<file path="config.mk">
export PLATFORM = sky130hd
export DESIGN_NAME = apb_reg_slave
export DESIGN_NICKNAME = d
export VERILOG_FILES = /design/src/rtl/apb_pkg.sv /design/src/rtl/apb_regfile.sv /design/src/rtl/apb_reg_slave.sv
export SDC_FILE = /design/constraint.sdc
export NUM_CORES = 1
export LEC_CHECK = 0
export BUFFER_PORTS_ARGS = -buffer_cell sky130_fd_sc_hd__buf_2
export CAP_MARGIN = 25
export CELL_PAD_IN_SITES_DETAIL_PLACEMENT = 0
export CELL_PAD_IN_SITES_GLOBAL_PLACEMENT = 1
export CORE_MARGIN = 2
export CORE_UTILIZATION = 35
export CTS_CLUSTER_DIAMETER = 200
export DETAILED_ROUTE_END_ITERATION = 10
export PLACE_DENSITY_LB_ADDON = 0.1
export SLEW_MARGIN = 20
export SYNTH_ARGS = -nofsm -noshare
export SYNTH_HDL_FRONTEND = slang
export SYNTH_SLANG_ARGS = --single-unit
</file>
<file path="constraint.sdc">
create_clock -name PCLK -period 7.6 [get_ports PCLK]
set_clock_uncertainty 0.2 [all_clocks]
set_input_delay 0.76 -clock PCLK [delete_from_list [all_inputs] [get_ports PCLK]]
set_output_delay 0.76 -clock PCLK [all_outputs]
set_load 0.05 [all_outputs]
</file>
<file path="src/rtl/apb_pkg.sv">
// ---------------------------------------------------------------------------
// apb_pkg
// Shared APB definitions used by the APB master and the register slave.
// Holds the bus-side state encoding, the control-register addresses and the
// width of the wait-state counter so both ends of the bus agree on them.
// No ports (package).
// ---------------------------------------------------------------------------
package apb_pkg;

    // Transfer phases as seen by a slave (and tracked by the master)
    typedef enum logic [1:0] {
        IDLE   = 2'd0,
        SETUP  = 2'd1,
        ACCESS = 2'd2
    } apb_state_e;

    // Wait-state counter width; WAIT_CFG uses exactly this many bits
    localparam int WAIT_W = 4;

    // Transfer counter width; it wraps naturally at 2**XFER_CNT_W
    localparam int XFER_CNT_W = 8;

    // Control register addresses, placed above the register-file window
    localparam logic [7:0] ADDR_WAIT_CFG = 8'hF0;
    localparam logic [7:0] ADDR_XFER_CNT = 8'hF1;

endpackage

</file>
<file path="src/rtl/apb_regfile.sv">
// ---------------------------------------------------------------------------
// apb_regfile
// General-purpose register array behind the APB slave: one synchronous write
// port and one asynchronous (combinational) read port. Addresses at or
// beyond DEPTH are ignored on write and read back as zero.
//
// Ports:
//   clk      - rising-edge clock
//   rst_n    - asynchronous active-low reset, clears every entry
//   i_we     - write enable
//   i_waddr  - write byte address
//   i_wdata  - write data
//   i_raddr  - read byte address
//   o_rdata  - read data for i_raddr
// ---------------------------------------------------------------------------
module apb_regfile #(
    parameter int DATA_W = 8,
    parameter int DEPTH  = 64
) (
    input  logic              clk,
    input  logic              rst_n,
    input  logic              i_we,
    input  logic [7:0]        i_waddr,
    input  logic [DATA_W-1:0] i_wdata,
    input  logic [7:0]        i_raddr,
    output logic [DATA_W-1:0] o_rdata
);

    localparam int         IDX_W   = (DEPTH > 1) ? $clog2(DEPTH) : 1;
    localparam logic [8:0] DEPTH_L = 9'(DEPTH);

    logic [DATA_W-1:0] r_mem [DEPTH];
    logic              w_wr_hit;
    logic              w_rd_hit;

    // Range checks keep non-power-of-two depths from aliasing
    assign w_wr_hit = ({1'b0, i_waddr} < DEPTH_L);
    assign w_rd_hit = ({1'b0, i_raddr} < DEPTH_L);

    always_ff @(posedge clk or negedge rst_n) begin
        if (!rst_n) begin
            for (int i = 0; i < DEPTH; i++) begin
                r_mem[i] <= '0;
            end
        end else if (i_we && w_wr_hit) begin
            r_mem[i_waddr[IDX_W-1:0]] <= i_wdata;
        end
    end

    assign o_rdata = w_rd_hit ? r_mem[i_raddr[IDX_W-1:0]] : '0;

endmodule

</file>
<file path="src/rtl/apb_reg_slave.sv">
// ---------------------------------------------------------------------------
// apb_reg_slave
// APB slave exposing a DEPTH-entry register file plus two control registers:
//   0xF0 WAIT_CFG - number of wait states inserted in ACCESS (4 bits, R/W)
//   0xF1 XFER_CNT - count of completed, error-free transfers (read-only)
// Unmapped accesses and writes to XFER_CNT complete with PSLVERR.
//
// Ports:
//   PCLK    - clock, all state updates on the rising edge
//   PRST    - asynchronous active-low reset
//   PSEL    - slave select
//   PENABLE - access-phase indicator
//   PWRITE  - 1 = write, 0 = read
//   PADDR   - byte address
//   PWDATA  - write data
//   PRDATA  - read data, zero unless a read is completing
//   PREADY  - transfer completion
//   PSLVERR - error response, meaningful only with PREADY
// ---------------------------------------------------------------------------
module apb_reg_slave
    import apb_pkg::*;
#(
    parameter int DATA_W     = 8,
    parameter int DEPTH      = 64,
    parameter int RESET_WAIT = 0
) (
    input  logic              PCLK,
    input  logic              PRST,
    input  logic              PSEL,
    input  logic              PENABLE,
    input  logic              PWRITE,
    input  logic [7:0]        PADDR,
    input  logic [DATA_W-1:0] PWDATA,
    output logic [DATA_W-1:0] PRDATA,
    output logic              PREADY,
    output logic              PSLVERR
);

    localparam logic [WAIT_W-1:0] RESET_WAIT_V = RESET_WAIT[WAIT_W-1:0];
    localparam logic [8:0]        DEPTH_L      = 9'(DEPTH);

    apb_state_e             r_state;
    apb_state_e             w_next_state;
    logic [7:0]             r_addr;
    logic                   r_write;
    logic [WAIT_W-1:0]      r_wait_cnt;
    logic [WAIT_W-1:0]      r_wait_cfg;
    logic [XFER_CNT_W-1:0]  r_xfer_cnt;

    logic                   w_ready;
    logic                   w_err;
    logic                   w_start;
    logic                   w_done;
    logic                   w_map_reg;
    logic                   w_map_cfg;
    logic                   w_map_cnt;
    logic                   w_bad_access;
    logic                   w_reg_we;
    logic [DATA_W-1:0]      w_reg_rdata;
    logic [DATA_W-1:0]      w_rd_val;

    // Decode is done on the captured address so mid-transfer bus changes
    // cannot redirect an access that already left SETUP
    assign w_map_reg    = ({1'b0, r_addr} < DEPTH_L);
    assign w_map_cfg    = (r_addr == ADDR_WAIT_CFG);
    assign w_map_cnt    = (r_addr == ADDR_XFER_CNT);
    assign w_bad_access = !(w_map_reg || w_map_cfg || w_map_cnt) ||
                          (r_write && w_map_cnt);

    // Next-state and handshake decode. A PSEL+PENABLE pair seen in IDLE is a
    // protocol violation: answered with an error in the same cycle while the
    // state stays put.
    always_comb begin
        w_next_state = r_state;
        w_ready      = 1'b0;
        w_err        = 1'b0;
        w_start      = 1'b0;
        case (r_state)
            IDLE: begin
                if (PSEL && !PENABLE) begin
                    w_next_state = SETUP;
                    w_start      = 1'b1;
                end else if (PSEL && PENABLE) begin
                    w_ready = 1'b1;
                    w_err   = 1'b1;
                end
            end
            SETUP: begin
                w_next_state = ACCESS;
            end
            ACCESS: begin
                w_ready = (r_wait_cnt == '0);
                w_err   = w_ready && w_bad_access;
                if (!PSEL || w_ready) begin
                    w_next_state = IDLE;
                end
            end
            default: begin
                w_next_state = IDLE;
            end
        endcase
    end

    // A transfer counts as done only on a clean handshake in ACCESS
    assign w_done   = (r_state == ACCESS) && PSEL && PENABLE && w_ready && !w_err;
    assign w_reg_we = w_done && r_write && w_map_reg;

    // State register plus capture of the address phase, the wait counter,
    // and the two control registers
    always_ff @(posedge PCLK or negedge PRST) begin
        if (!PRST) begin
            r_state    <= IDLE;
            r_addr     <= '0;
            r_write    <= 1'b0;
            r_wait_cnt <= '0;
            r_wait_cfg <= RESET_WAIT_V;
            r_xfer_cnt <= '0;
        end else begin
            r_state <= w_next_state;
            if (w_start) begin
                r_addr     <= PADDR;
                r_write    <= PWRITE;
                r_wait_cnt <= r_wait_cfg;
            end else if ((r_state == ACCESS) && PSEL && (r_wait_cnt != '0)) begin
                r_wait_cnt <= r_wait_cnt - 1'b1;
            end
            if (w_done && r_write && w_map_cfg) begin
                r_wait_cfg <= PWDATA[WAIT_W-1:0];
            end
            if (w_done) begin
                r_xfer_cnt <= r_xfer_cnt + 1'b1;
            end
        end
    end

    apb_regfile #(
        .DATA_W (DATA_W),
        .DEPTH  (DEPTH)
    ) u_regfile (
        .clk     (PCLK),
        .rst_n   (PRST),
        .i_we    (w_reg_we),
        .i_waddr (r_addr),
        .i_wdata (PWDATA),
        .i_raddr (r_addr),
        .o_rdata (w_reg_rdata)
    );

    // Read mux; control registers are zero-extended to the bus width
    always_comb begin
        w_rd_val = '0;
        if (w_map_reg) begin
            w_rd_val = w_reg_rdata;
        end else if (w_map_cfg) begin
            w_rd_val[WAIT_W-1:0] = r_wait_cfg;
        end else if (w_map_cnt) begin
            w_rd_val[XFER_CNT_W-1:0] = r_xfer_cnt;
        end
    end

    // Outputs are forced low while reset is held, even against a violating bus
    assign PREADY  = PRST && w_ready;
    assign PSLVERR = PRST && w_err;
    assign PRDATA  = (PREADY && !PSLVERR && (r_state == ACCESS) && !r_write) ?
                     w_rd_val : '0;

endmodule

</file>
# Yosys cells after proc, flatten, opt, wreduce, memory -nomap -nowiden
# Cells that the tools add are included.
word_totals:
  rom_bits: 0
  ramBits: 0
  memories: 0
  reg_bits: 539
  latchBits: 0
  elab_cells: 138
  input_bits: 21
  output_inout_bits: 10
classes:
  n_lt_le_gt_ge: 3
  eq_ne: 6
  bitwise_logic: 1
  muxes: 22
  n_addsub: 2
  n_reduce_logical: 34
  shift: 0
  mul: 0
  div: 0
ops:
  columns: ["operator", "count"]
  rows:
  - ["bitwise mux 512 bit", 1]
  - ["binary-select mux 8 bit (select 6 bit)", 1]
  - ["demux 8 bit (select 6 bit)", 1]
  - ["2-to-1 mux 8 bit", 6]
  - ["logical AND 1 bit", 19]
  - ["== test 8 bit, second input constant", 2]
  - ["2-to-1 mux 4 bit", 4]
  - ["adder 8 x 1 -> 8 bit, second input constant", 1]
  - ["< comparator 8 x 7 -> 1 bit, second input constant", 1]
  - [">= comparator 7 bit, second input constant", 1]
  - ["< comparator 7 x 1 -> 1 bit, second input constant", 1]
  - ["NOT 6 -> 7 bit", 1]
  - ["logical NOT 1 bit", 6]
  - ["one-hot mux 2 bit (3 select lines)", 1]
  - ["logical NOT 4 bit", 1]
  - ["logical OR 1 bit", 4]
  - ["2-to-1 mux 1 bit", 4]
  - ["2-to-1 mux 2 bit", 2]
  - ["!= test 2 bit, second input constant", 2]
  - ["one-hot mux 1 bit (2 select lines)", 2]
  - ["nonzero test 4 bit", 1]
  - ["subtractor 4 x 1 -> 4 bit, second input constant", 1]
  - ["== test 2 x 1 -> 1 bit, second input constant", 1]
  - ["== test 2 bit, second input constant", 1]
  - ["other kinds (3)", 3]

# Depth between registers and ports, before layout
# Gate-level depths: netlist of run 1.
logic_depth:
  depth_word: 13
  mapped_depth: 11
  ltp_nobuf: 8

# Cells and area by module
# From an unflattened synthesis of run 1, not the netlist that was laid out.
unflattened:
  hier_cells: 1629
  hier_area_um2: 24995.2
by_module_without_submodules:
  columns: ["module", "cells_each", "area_each_um2", "seq_area_each_um2", "instances"]
  rows:
  - ["apb_regfile", 1492, 23517.6, 12812.3, 1]
  - ["apb_reg_slave", 137, 1477.7, 675.6, 1]

# Worst setup path after synthesis of run 1
# No wires, ideal clock.
synth_timing:
  kind: "register to output"
  from: "register r_addr[2]"
  to: "output PRDATA[1]"
  n_path_buf: 3
  path_stages_with_launch: 10
  arrival_time_ns: 2.896
  t_required_ns: 6.640
  slack_ns: 3.744
  path_cell_list: "dfrtp_1 buf_2 buf_4 nand2b_1 clkbuf_1 o221ai_1 a221o_1 a21oi_1 nand4_1 a211oi_1"
synth_between:
  elab_chain_len: 13
  word_cells_on_any_way: 23
  classes_between: "order compare (1); eq/ne (2); mux (8); bitwise (1); reduce/logical (11)"
synth_lines:
  columns: ["element", "line", "text"]
  rows:
  - ["start: declaration", "apb_reg_slave.sv:44", "logic [7:0] r_addr;"]
  - ["start signal: assignment", "apb_reg_slave.sv:113", "r_addr <= '0;"]
  - ["start signal: assignment", "apb_reg_slave.sv:121", "r_addr <= PADDR;"]
  - ["< comparator 8 x 7 -> 1 bit or == test 8 bit (tied branches)", "apb_regfile.sv:38, apb_reg_slave.sv:64, apb_reg_slave.sv:65", null]
  - ["logical OR 1 bit (2 in a row)", "apb_reg_slave.sv:67", "assign w_bad_access = !(w_map_reg || w_map_cfg || w_map_cnt) ||"]
  - ["logical NOT 1 bit", "apb_reg_slave.sv:67", null]
  - ["logical OR 1 bit", "apb_reg_slave.sv:67", null]
  - ["logical AND 1 bit", "apb_reg_slave.sv:93", "w_err = w_ready && w_bad_access;"]
  - ["one-hot mux 1 bit (2 select lines)", "apb_reg_slave.sv:78", "case (r_state)"]
  - ["logical AND 1 bit", "apb_reg_slave.sv:163", "assign PSLVERR = PRST && w_err;"]
  - ["logical NOT 1 bit", "apb_reg_slave.sv:164", "assign PRDATA = (PREADY && !PSLVERR && (r_state == ACCESS) && !r_write) ?"]
  - ["logical AND 1 bit (3 in a row)", "apb_reg_slave.sv:164", null]
  - ["2-to-1 mux 8 bit (*)", "apb_reg_slave.sv:164", null]
  - ["end: declaration", "apb_reg_slave.sv:34", "output logic [DATA_W-1:0] PRDATA,"]
# Mark *: on every way between the ends. The rest lies on a longest branch, timed or not. The select of a mux whose other input is x is not followed.

# Worst setup path after layout of run 1
layout_timing:
  from: "register r_addr[0]"
  to: "output PRDATA[3]"
# The elaborated chain is that of the path after synthesis.

==> flow_summary_export.csv, run 1 <==
group,metric,value,unit
yosys,async_flop_share,1.00,
yosys,synth-seq-cells,539,
clocking,clockRootBuffer,"clkbuf_16",
yosys,post_synth_edffs,0,
sta,timing.final.hold_violations,0,
routing,avgViaCountPerCell,5.65,
power,intPower,5.01,mW
clocking,cts_tree,"built",
yosys,distinct_cell_type_count_after_synthesis,70,
floorplanning,dieArea,0.0738,mm2
sta,final_min_period_over_clock_period,0.737,
placed_design,placedCellCount,2695,
critical_path,critPathCaptureType,"output port",
clocking,numCtsBuffers,61,
sta,totalNegativeSetupSlack,0,ns
power,share_of_total_power_consumed_by_net_switching,0.288,
clocking,clock_sink_count,539,
floorplanning,fp.dieW,272,um
placed_design,detailed_place_hpwl,52600,um
sta,relSlewSlack,0.286,
final_layout,filler_free_cell_count_of_the_finished_design,2809,
yosys,synthesis.area,0.0251,mm2
final_layout,fill_cells,6726,
power,power.net_switching,2.02,mW
critical_path,timing.critical_path.arrival,4.64,ns
worst_hold_path,holdCritPathClass,"input port to flip-flop",
floorplanning,die_h,272,um
routing,detail_route.drc_violations,0,
global_routing,grt_max_degree,159,
routing,ant_nets,0,
placed_design,port_buffer_cells,30,
final_layout,area_growth_syn_to_layout,12.4,%
power,share_seq_of_total_power,0.426,
final_layout,commonest_non_fill_non_tap_cell_in_the_layout,"mux2_2",
sta,fmax,178,MHz
final_layout,antenna_cells,0,
floorplanning,floorplan.initialDensity,0.352,
routing,detailedRoute.firstIterationViolations,1054,
power,relative_contribution_of_combinational_cells_to_total_power,0.142,
final_layout,design_area,0.0282,mm2
clocking,postCtsSetupBuffers,0,
clocking,worst_skew_pair.late_latency,0.63,ns
critical_path,critical_path_class,"flip-flop to output port",
clocking,clkSlewWorstSetupHoldPaths,0.06,ns
final_layout,nets,1834,
yosys,post_synth.cell_area_avg,13.8,um2
power,clkPwrFrac,0.432,
global_routing,grt_pass1_wl,123000,um
floorplanning,std_cell_rows,98,
clocking,htreeDepth,2,
clocking,cts_buffer_depth,3,
sta,timing.final.ws_setup,2.00,ns
final_layout,mostFrequentLayoutCells,"mux2_2, dfrtp_1, o22ai_1",
placed_design,placed_area,0.0261,mm2
critical_path,critical_path_required,6.64,ns
routing,drt-total-wl,83200,um
sta,worstMarginPinSlew,1.07,ns
critical_path,critPathLaunchType,"flip-flop",
sta,rsz0062_at_grt,"no",
yosys,postSynthNetCount,1839,
power,leakagePower,13.3,nW
run_status,run_status,"finished clean",
power,power,7.03,mW
global_routing,track_usage,0.228,
routing,router_iterations_before_antenna_repair,7,
yosys,ys_dominant_reg_cell,"dfrtp_1",
global_routing,number_of_antenna_violations_at_the_first_check_in_global_routing,1,
global_routing,grt_residual_overflow,0,
routing,dr_total_vias,15900,
sta,final_period_minus_worst_setup_slack,5.60,ns
placed_design,finalWeightedCongestion,0.869,
global_routing,first_global_vias,16700,
final_layout,final_layout_size_suffix_gt1_frac,0.456,
yosys,syn-instance-count,1815,
placed_design,dpl_worst_slack,2.54,ns
sta,timing.final.setup_violations,0,
critical_path,worstPathMaxFanout,41,
sta,maxSlewViolCount,0,
flow_run,cap_violations,0,
floorplanning,boundaryPins,31,
routing,routedWlPerCell,29.6,um
power,vdd.ir_drop.worst,0.000168,V
yosys,ys_warn_count,0,
yosys,sequential_to_total_area_share_from_yosys_stat,0.538,
power,power_density,249,mW/mm2
floorplanning,core_footprint,0.0712,mm2
routing by layer:
layer / up-vias / track usage / wire [um]
met5: - / 0 / 18
met2: 377 / 0.360 / 38300
li1: 6770 / - / -
met3: 120 / 0.0343 / 3930
met1: 8610 / 0.328 / 38800
met4: 2 / 0.0599 / 2130
area by class of cell:
cell class,instances,area (um2),share of cell area
timing repair buffer,62,460,0.0163
inverter,9,33.8,0.00120
tap,950,1190,0.0422
sequential,539,13500,0.479
clock inverter,26,262,0.00927
clock buffer,86,1800,0.0639
multi-input combinational,1137,11000,0.388
power groups by stage:
stage                     sequential (mW)  combinational [mW]  clock, mW
final                                3.00               0.996       3.04
after global placement               3.05               0.995          0
after global routing                 3.00                1.06       3.23
after CTS                            3.00                1.00       3.11
after detailed placement             3.05               0.997          0
after floorplan                      2.98               0.618          0
repair_timing:
| action | CTS | global route |
|---|---|---|
| hold endpoints to repair | 69 | 0 |
| hold buffers | 1 | 0 |
| gates resized for setup | 0 | 0 |
registers in the layout, indices dropped and copies added (netlist names):
register         count
r_wait_cnt           4
r_addr               8
r_wait_cfg           4
r_xfer_cnt           8
r_write              1
r_state              2
u_regfile.r_mem    512
synth_stat cells, drive strengths merged, types with 6 or more instances:
cell type / instances / area, um2
nor2: 89 / 457
dfrtp: 539 / 13500
nand2: 58 / 233
o22a: 6 / 52.6
o221ai: 31 / 272
nor3: 15 / 86.3
a211oi: 12 / 95.1
a22oi: 16 / 120
buf: 58 / 347
mux2i: 36 / 360
a21oi: 25 / 125
mux4: 50 / 1130
nand3: 7 / 35.0
inv: 8 / 30.0
nor2b: 9 / 56.3
clkbuf: 72 / 270
nand2b: 9 / 56.3
a221oi: 16 / 146
o22ai: 64 / 400
o21ai: 30 / 150
mux2: 564 / 6350
nand4: 7 / 43.8
worst max-delay path: stages (launching register included):
cell and delay (ns):
dfrtp_4 0.85, buf_4 0.68, inv_2 0.48, a221oi_2 0.35, a2bb2oi_1 0.20, o22ai_1 0.13, or4_1 0.68, a211oi_2 0.26
buf_2 0.29
through the flow:
| stage | hold slack [ns] | util |
|---|---|---|
| 2_1_floorplan | 0.242 | - |
| 3_3_place_gp | 0.269 | 0.366 |
| 3_5_place_dp | 0.280 | 0.366 |
| 4_1_cts | 0.129 | 0.395 |
| 5_1_grt | 0.159 | 0.396 |
| 6_report | 0.161 | 0.396 |
logic make-up (layout without fill, tap and decap cells):
| logic type | Yosys count | in the layout | share of synthesized area |
|---|---|---|---|
| AO/OA/AOI/OAI | 240 | 240 | 0.0679 |
| multiplexers | 650 | 650 | 0.312 |
| XOR/XNOR | 8 | 8 | 0.00279 |
| AND/OR/NAND/NOR | 236 | 236 | 0.0517 |
| adder cells (fa/ha/maj) | 3 | 3 | 0.00150 |
| flip-flops | 539 | 539 | 0.538 |
| buffers and inverters | 139 | 183 | 0.0259 |
worst paths after layout:
path                                      start              endpoint  slack, ns  cells after the start
setup reg to reg                      r_addr[2]  u_regfile.r_mem[212]       3.47                      4
min in group asynchronous                  PRST  u_regfile.r_mem[189]       0.54                      2
hold reg to reg            u_regfile.r_mem[489]  u_regfile.r_mem[489]       0.29                      1
max in group asynchronous                  PRST  u_regfile.r_mem[358]       4.03                      5
setup / recovery                      r_addr[0]             PRDATA[3]       2.00                      8
hold / removal                         PADDR[7]             r_addr[7]       0.16                      2
Note: power is estimated with default switching activity, not from simulation.
==> inputs of run 2 (changes only) <==
- clock period: 7.6 -> 4.89 ns (I/O delays scaled with it)
==> flow_summary_export.csv, run 2 (synthesis results as in run 1) <==
group,metric,value,unit
clocking,clkSlewWorstSetupHoldPaths,0.06,ns
clocking,cts_tree,"built",
placed_design,port_buffer_cells,30,
clocking,htreeDepth,2,
critical_path,critPathLaunchType,"flip-flop",
final_layout,fill_cells,6706,
sta,timing.final.setup_violations,0,
global_routing,track_usage,0.232,
flow_run,cap_violations,0,
floorplanning,fp.dieW,272,um
clocking,numCtsBuffers,60,
global_routing,grt_residual_overflow,0,
sta,worst_hold_slack,0.0981,ns
global_routing,grt_met2_use,0.367,
global_routing,grt_pass1_wl,126000,um
routing,drt-total-wl,85300,um
global_routing,number_of_antenna_violations_at_the_first_check_in_global_routing,1,
global_routing,first_global_vias,16900,
sta,totalNegativeSetupSlack,0,ns
routing,router_iterations_before_antenna_repair,5,
sta,relSlewSlack,0.369,
power,leakagePower,13.4,nW
critical_path,critPathCaptureType,"output port",
final_layout,mostFrequentLayoutCells,"mux2_2, dfrtp_1, o22ai_1, buf_4, clkbuf_16",
routing,ant_nets,0,
global_routing,globalRoute.busiestLayer,"met2",
run_status,run_status,"finished clean",
final_layout,nets,1883,
power,power,10.8,mW
routing,avgViaCountPerCell,5.68,
critical_path,critical_path_required,4.20,ns
clocking,clock_sink_count,539,
final_layout,largest_reg_flops,512,
floorplanning,die_h,272,um
global_routing,groute.layer.met3.usage,0.0322,
routing,detail_route.drc_violations,0,
sta,rsz0062_at_grt,"no",
final_layout,registers.top_by_ff_count,"u_regfile.r_mem",
final_layout,design_area,0.0285,mm2
global_routing,grt.met1_usage,0.336,
floorplanning,boundaryPins,31,
final_layout,commonest_non_fill_non_tap_cell_in_the_layout,"mux2_2",
floorplanning,dieArea,0.0738,mm2
worst_hold_path,holdCritPathClass,"input port to flip-flop",
sta,final_period_minus_worst_setup_slack,4.69,ns
floorplanning,std_cell_rows,98,
floorplanning,floorplan.initialDensity,0.352,
power,vdd.ir_drop.worst,0.000271,V
sta,maxSlewViolCount,0,
sta,fmax,213,MHz
final_layout,final_layout_size_suffix_gt1_frac,0.463,
sta,final_min_period_over_clock_period,0.959,
routing,detailedRoute.firstIterationViolations,1099,
final_layout,largest_registers,"u_regfile.r_mem x512, r_addr x8, r_xfer_cnt x8",
sta,worstMarginPinSlew,0.946,ns
final_layout,area_growth_syn_to_layout,13.6,%
placed_design,detailed_place_hpwl,55000,um
clocking,clockRootBuffer,"clkbuf_16",
critical_path,timing.critical_path.arrival,4.00,ns
clocking,worst_skew_pair.late_latency,0.66,ns
clocking,cts_buffer_depth,3,
critical_path,worstPathMaxFanout,21,
placed_design,placed_area,0.0263,mm2
placed_design,finalWeightedCongestion,0.839,
routing,routedWlPerCell,29.9,um
routing,dr_total_vias,16200,
floorplanning,core_footprint,0.0712,mm2
sta,timing.final.hold_violations,0,
critical_path,critical_path_class,"flip-flop to output port",
power,power_density,378,mW/mm2
global_routing,grt_max_degree,146,
[run 2: per-stage QoR]
| stage | setup WS [ns] | instances | util |
|---|---|---|---|
| 4_1_cts | 0.0172 | 2843 | 0.399 |
| 3_5_place_dp | 0.369 | 2726 | 0.370 |
| 3_3_place_gp | 0.311 | 2726 | 0.370 |
| 5_1_grt | 0.104 | 2851 | 0.400 |
| 6_report | 0.198 | 2852 | 0.400 |
| 2_1_floorplan | 1.30 | 1815 | - |
[run 2: worst max-delay path: stages, from the launching register on]
cell      delay [ns]
dfrtp_4         0.68
buf_12          0.26
nand2_1         0.27
buf_4           0.29
o22ai_1         0.10
a221oi_1        0.44
o22ai_1         0.18
or4_1           0.56
a211oi_2        0.26
buf_2           0.29
[run 2: routing by layer]
metal	share of wire	routed length (um)
met5	0	0
met4	0.024	2060
met3	0.040	3370
met2	0.46	39500
met1	0.47	40400
[run 2: final timing paths]
path	cells past startpoint	from	slack, ns	to
setup / recovery	9	r_addr[0]	0.20	PRDATA[3]
hold / removal	4	PSEL	0.1	r_wait_cnt[2]
setup reg to reg	8	r_wait_cnt[0]	1.21	u_regfile.r_mem[247]
hold reg to reg	1	u_regfile.r_mem[349]	0.30	u_regfile.r_mem[349]
max in group asynchronous	5	PRST	1.44	u_regfile.r_mem[449]
min in group asynchronous	2	PRST	0.13	u_regfile.r_mem[438]
[run 2: timing repair]
action	CTS	global route
pin swaps	1	0
buffers inserted	2	7
resized for setup	3	1
endpoints found under the hold margin	36	0
hold buffers	11	0
setup endpoints to repair	4	3
[run 2: report_power, final]
part	internal, mW	switching (mW)	leakage [nW]
Combinational	0.540	1.16	4.97
Clock	2.53	1.90	0.945
Sequential	4.52	0.129	7.50
Total	7.59	3.19	13.4
[run 2: area by class of cell]
cell class                 count  area [um2]  share of cell area
antenna                        1        2.50           0.0000878
clock buffer                  90        1770              0.0623
clock inverter                14         129             0.00452
inverter                       9        33.8             0.00119
multi-input combinational   1137       11000               0.385
sequential                   539       13500               0.474
tap                          950        1190              0.0417
timing repair buffer         112         898              0.0315
